File: src/rtl/encout_reg_blk_mc.sv
// Multi-channel register block for the encoder-output subsystem: per-channel
// control, double-buffered timing registers, W1C sticky status and interrupts.
module encout_reg_blk_mc #(
  parameter int          NCH     = 2,
  parameter int          CW      = 16,
  parameter logic [31:0] VERSION = 32'h00030001
) (
  input  logic              i_pclk,
  input  logic              i_presetn,
  input  logic [7:0]        i_addr,
  input  logic              i_wr,
  input  logic              i_rd,
  input  logic [31:0]       i_wdata,
  output logic [31:0]       o_rdata,
  output logic              o_rvalid,
  input  logic [NCH-1:0]    i_elc_err,
  input  logic [NCH*CW-1:0] i_period_aset,
  input  logic [NCH-1:0]    i_period_aset_vld,
  input  logic [NCH-1:0]    i_upd,
  input  logic [NCH*CW-1:0] i_reg_poscnt,
  output logic [NCH*5-1:0]  o_reg_ctl,
  output logic [NCH-1:0]    o_reg_str,
  output logic [NCH-1:0]    o_reg_opt,
  output logic [NCH*CW-1:0] o_reg_period,
  output logic [NCH*CW-1:0] o_reg_posmax,
  output logic [NCH*CW-1:0] o_reg_outcnt,
  output logic [NCH-1:0]    o_wr_poscnt,
  output logic [NCH-1:0]    o_irq
);
  // Timing register slots: 0 POSMAX, 1 OUTCNT, 2 PERIOD
  localparam int NT = 3;

  logic [3:0] chf, idx;
  logic       glob;
  assign chf  = i_addr[7:4];
  assign idx  = i_addr[3:0];
  assign glob = (chf == 4'hF);

  logic [NCH-1:0] str_q, opt_q, irq_q;
  logic [4:0]     ctl_q  [NCH];
  logic [2:0]     ien_q  [NCH];
  logic [2:0]     sts_q  [NCH];
  logic [NT-1:0]  pend_q [NCH];
  logic [CW-1:0]  sh_q   [NCH][NT];
  logic [CW-1:0]  act_q  [NCH][NT];
  logic [31:0]    rdata_q;
  logic           rvalid_q;

  logic [NCH-1:0] wr_ch, str_clr, aset;
  logic [NT-1:0]  tim_we  [NCH];
  logic [2:0]     sts_set [NCH];
  logic [2:0]     sts_clr [NCH];
  logic [31:0]    rd_mux;

  logic unused_wdata;
  assign unused_wdata = &{1'b0, i_wdata[31:CW]};

  always_comb begin
    for (int c = 0; c < NCH; c++) begin
      wr_ch[c]   = i_wr && (chf == 4'(c));
      str_clr[c] = i_wr && glob && (idx == 4'd0) && str_q[c] && !i_wdata[c];
      aset[c]    = opt_q[c] && i_period_aset_vld[c];
      tim_we[c][0] = wr_ch[c] && (idx == 4'd2);
      tim_we[c][1] = wr_ch[c] && (idx == 4'd3);
      tim_we[c][2] = wr_ch[c] && (idx == 4'd4) && !opt_q[c];
      sts_set[c] = {aset[c], (act_q[c][1] > act_q[c][2]), i_elc_err[c]};
      sts_clr[c] = (wr_ch[c] && (idx == 4'd6)) ? i_wdata[2:0] : 3'b000;
      // Gated by reset so a write strobe held through reset never leaks out
      o_wr_poscnt[c] = i_presetn && wr_ch[c] && (idx == 4'd5) && !str_q[c];
    end
  end

  // Timing registers read back their active copy
  always_comb begin
    rd_mux = '0;
    if (glob) begin
      case (idx)
        4'd0:    rd_mux[NCH-1:0] = str_q;
        4'd1:    rd_mux = VERSION;
        4'd2:    rd_mux[NCH-1:0] = irq_q;
        default: rd_mux = '0;
      endcase
    end else begin
      for (int c = 0; c < NCH; c++) begin
        if (chf == 4'(c)) begin
          case (idx)
            4'd0:    rd_mux[4:0]    = ctl_q[c];
            4'd1:    rd_mux[0]      = opt_q[c];
            4'd2:    rd_mux[CW-1:0] = act_q[c][0];
            4'd3:    rd_mux[CW-1:0] = act_q[c][1];
            4'd4:    rd_mux[CW-1:0] = act_q[c][2];
            4'd5:    rd_mux[CW-1:0] = i_reg_poscnt[c*CW +: CW];
            4'd6:    rd_mux[3:0]    = {|pend_q[c], sts_q[c]};
            4'd7:    rd_mux[2:0]    = ien_q[c];
            default: rd_mux = '0;
          endcase
        end
      end
    end
  end

  always_ff @(posedge i_pclk or negedge i_presetn) begin
    if (!i_presetn) begin
      str_q    <= '0;
      opt_q    <= '0;
      irq_q    <= '0;
      rdata_q  <= '0;
      rvalid_q <= 1'b0;
      for (int c = 0; c < NCH; c++) begin
        ctl_q[c]  <= '0;
        ien_q[c]  <= '0;
        sts_q[c]  <= '0;
        pend_q[c] <= '0;
        for (int t = 0; t < NT; t++) begin
          sh_q[c][t]  <= '0;
          act_q[c][t] <= '0;
        end
      end
    end else begin
      rvalid_q <= i_rd;
      if (i_rd) rdata_q <= rd_mux;
      if (i_wr && glob && (idx == 4'd0)) str_q <= i_wdata[NCH-1:0];
      for (int c = 0; c < NCH; c++) begin
        if (wr_ch[c] && !str_q[c] && (idx == 4'd0)) ctl_q[c] <= i_wdata[4:0];
        if (wr_ch[c] && !str_q[c] && (idx == 4'd1)) opt_q[c] <= i_wdata[0];
        if (wr_ch[c] && (idx == 4'd7))              ien_q[c] <= i_wdata[2:0];
        // Set beats a simultaneous write-1-to-clear
        sts_q[c] <= (sts_q[c] & ~sts_clr[c]) | sts_set[c];
        irq_q[c] <= |(sts_q[c] & ien_q[c]);
        for (int t = 0; t < NT; t++) begin
          if (tim_we[c][t]) begin
            sh_q[c][t] <= i_wdata[CW-1:0];
            if (!str_q[c] || i_upd[c]) begin
              act_q[c][t]  <= i_wdata[CW-1:0];
              pend_q[c][t] <= 1'b0;
            end else begin
              pend_q[c][t] <= 1'b1;
            end
          end else if (pend_q[c][t] && (i_upd[c] || str_clr[c])) begin
            act_q[c][t]  <= sh_q[c][t];
            pend_q[c][t] <= 1'b0;
          end
        end
        // Auto-acquired period bypasses buffering entirely
        if (aset[c]) begin
          sh_q[c][2]   <= i_period_aset[c*CW +: CW];
          act_q[c][2]  <= i_period_aset[c*CW +: CW];
          pend_q[c][2] <= 1'b0;
        end
      end
    end
  end

  assign o_rdata   = rdata_q;
  assign o_rvalid  = rvalid_q;
  assign o_reg_str = str_q;
  assign o_reg_opt = opt_q;
  assign o_irq     = irq_q;

  for (genvar c = 0; c < NCH; c++) begin : g_out
    assign o_reg_ctl[c*5 +: 5]     = ctl_q[c];
    assign o_reg_posmax[c*CW +: CW] = act_q[c][0];
    assign o_reg_outcnt[c*CW +: CW] = act_q[c][1];
    assign o_reg_period[c*CW +: CW] = act_q[c][2];
  end
endmodule

File: config.mk
export PLATFORM = sky130hd
export DESIGN_NAME = encout_reg_blk_mc
export DESIGN_NICKNAME = d
export VERILOG_FILES = /design/src/rtl/encout_reg_blk_mc.sv
export SDC_FILE = /design/constraint.sdc
export NUM_CORES = 1
export LEC_CHECK = 0
export BUFFER_PORTS_ARGS = -buffer_cell sky130_fd_sc_hd__buf_2
export CORE_MARGIN = 2
export CORE_UTILIZATION = 55
export CTS_CLUSTER_DIAMETER = 80
export DETAILED_ROUTE_END_ITERATION = 6
export PLACE_DENSITY_LB_ADDON = 0.2
export SLEW_MARGIN = 20
export SYNTH_ARGS = -nofsm -noshare
export SYNTH_HDL_FRONTEND = slang
export SYNTH_SLANG_ARGS = --single-unit
File: constraint.sdc
create_clock -name i_pclk -period 2.9 [get_ports i_pclk]
set_clock_uncertainty 0.15 [all_clocks]
set_input_delay 0.435 -clock i_pclk [delete_from_list [all_inputs] [get_ports i_pclk]]
set_output_delay 0.435 -clock i_pclk [all_outputs]
set_load 0.02 [all_outputs]
==> impl_metrics.toml <==
[layout]
layout_common_cells = "244 x dfrtp_1, 229 x buf_2, 161 x mux2_2, 41 x inv_1, 41 x a22oi_1"
nNetsFinal = 1359
multi_input_area_sq_mm = 0.005413
syn_to_final_growth_pct = 20.79
drive_above_1_share_pct = 41.64
final_common_cell = "dfrtp_1"
utilization_pct = 68.20
seqCellArea_sq_mm = 0.006106
fillers = 1647

[setup_path]
slowest_delay_ps = 350
end_kind = "output pin"
worstSetupPathType = "primary input to output pin"
cp_slowest_cell = "buf_4"
cp_common_cell = "buf_2"
crit_path_start = "i_addr[0]"
rr_worst_depth = 6
required_ps = 2320
endpoint = "o_wr_poscnt[1]"
start_kind = "primary input"
rr_startpoint = "o_reg_str[1]"
crit_fanout = 19
rrSetupSlack_ps = 480
worstPathArrival_ps = 2070
r2r_end = "o_reg_period[27]"
crit_chain = "buf_2, buf_4, nor2b_1, nand3_1, nor3_1, buf_2"

[synthesis]
syn_area_sq_mm = 0.01198
synth_ff_type = "dfrtp_1"
async_reset_ff_share_pct = 100.0
synth_cell_types = 69
yosysWarnings = 0
ys_seq_area_share_pct = 50.97
synth_seq_cells = 244
avgSynthCellArea_sq_um = 12.33
synth_edf_count = 0
syn-instance-count = 972

[sta]
min_period_ps = 2655
report.final.slew_viol_count = 0
period_share_pct = 91.56
hold_viol = 0
max_freq_mhz = 376.6
worstMarginPinSlew_ps = 863.0
fin_ws_ps = 244.8
setup_violations = 0
finalSetupTns_ps = 0
slew_headroom_pct = 42.46
fin_hold_ws_ps = 118.4
rsz0062_at_grt = "no"

[pwr]
ir_worst_vdd_uv = 464.3
power_mw = 8.673
power_density_mw_per_mm2 = 599.3
leakage_nw = 7.438

[global_routing]
grt_pass1_vias = 9319
grt_overflow = 0
antenna_found_initial = 2
grt_max_degree = 161
grt_pass1_wl_um = 54830
grt_usage_pct = 31.89

[floorplan]
die_w_um = 151.6
io_pins = 261
die_h_um = 151.6
fp-row-count = 53
die_area_sq_mm = 0.02298
start_util_pct = 56.46
core-area_sq_mm = 0.02122

[clock_tree]
clock_latency_ps = 530
cts_buffer_depth = 3
cts.clk_slew.worst_paths_ps = 60
ctsRootBufferMaster = "clkbuf_16"
cts.sinks = 244
htree_levels = 1
cts_buffers = 26
cts_tree = "done"

[routing]
first_iter_violations = 711
drt_pass1_iterations = 5
vias = 9418
wl_per_cell_um = 24.09
ant_nets = 0
drc_errors = 0
viasPerCell = 6.237
wirelength_um = 36380

[placement]
place.gp.congestion = 0.9616
dpl_worst_slack_ps = -10.60
portBuffers = 230
hpwl_um = 26330

[status]
status = "completed"

[worst_hold_path]
hold_start = "i_period_aset[31]"
hp-class = "primary input to flip-flop"

[job]
drv_cap = 0
timing repair:
| action | 4_1_cts | 5_1_grt |
|---|---|---|
| gates resized for setup | 0 | 0 |
| hold buffers | 4 | 0 |
| setup buffers | 0 | 0 |
| endpoints found under the hold margin | 21 | 0 |
Yosys cell counts (11+ instances only):
library cell / instances / area, sq um
nand2_1: 27 / 101.4
mux2_4: 20 / 300.3
and3_1: 38 / 237.7
mux2_2: 161 / 1813
inv_1: 41 / 153.9
a22oi_1: 41 / 307.8
buf_4: 17 / 127.6
a22o_1: 13 / 113.9
a221o_1: 39 / 390.4
nor3_1: 11 / 55.05
buf_2: 19 / 95.09
ha_1: 32 / 400.4
dfrtp_1: 244 / 6106
nor2_1: 33 / 123.9
clkbuf_1: 30 / 112.6
a21oi_1: 29 / 145.1
mux2i_1: 12 / 120.1
worst max-delay path, delay by kind of cell:
family        cells  cell delay [ps]
buf+inv           3              850
simple gates      3              780
cell families (layout without fill, tap and decap cells):
group	Yosys count	after routing	synth area share [%]
DFF	244	244	50.97
AOI/OAI and AO/OA	210	210	13.71
muxes	194	194	18.74
and+or+nand+nor	173	173	8.595
buffers and inverters	118	365	4.616
adders and majority gates	32	32	3.342
other	1	17	0.03130
flip-flops by register name, indices dropped and copies added (netlist names):
register / flops
ien_q: 6
o_irq: 2
o_rdata: 17
o_reg_ctl: 10
o_reg_opt: 2
o_reg_outcnt: 32
o_reg_period: 32
o_reg_posmax: 32
o_reg_str: 2
o_rvalid: 1
pend_q: 6
sh_q: 96
sts_q: 6
final cells by class:
class                           instances  share of cell area (%)
Sequential cell                       244                   42.19
Antenna cell                            3                 0.05188
Tap cell                              275                   2.378
Multi-Input combinational cell        623                   37.40
Clock buffer                           39                   5.118
Clock inverter                          8                  0.6571
Inverter                               41                   1.063
Timing Repair Buffer                  277                   11.14
report_power, final:
part	switching (mW)	leakage [nW]	internal (mW)
logic	0.817	3.73	0.629
registers	0.228	3.31	3.71
clock network	1.35	0.403	1.94
worst min-delay path by stage:
| stage | end | slack [ps] | depth (start not counted) |
|---|---|---|---|
| 6_report | sh_q[15] | 120 | 3 |
| 5_1_grt | sh_q[15] | 130 | 3 |
| 4_1_cts | sh_q[15] | 110 | 3 |
| 3_5_place_dp | o_reg_period[23] | 130 | 1 |
| 3_3_place_gp | sh_q[9] | 130 | 1 |
| 2_1_floorplan | ien_q[0] | -10 | 0 |
through the flow:
step	cell area, sq um	instances
global route	14470	1509
finish	14470	1510
floorplan	12030	985
CTS	14450	1507
detailed placement	13580	1456
global placement	13580	1456
layer usage:
layer / up-vias / share of wire (%) / global-route usage [%]
met5: - / 0 / 0
met4: 0 / 3.5 / 11.06
met3: 82 / 7.7 / 5.180
met2: 414 / 47 / 50.79
met1: 4790 / 42 / 44.74
li1: 4132 / - / -
Power figures use the tool's default switching activity.
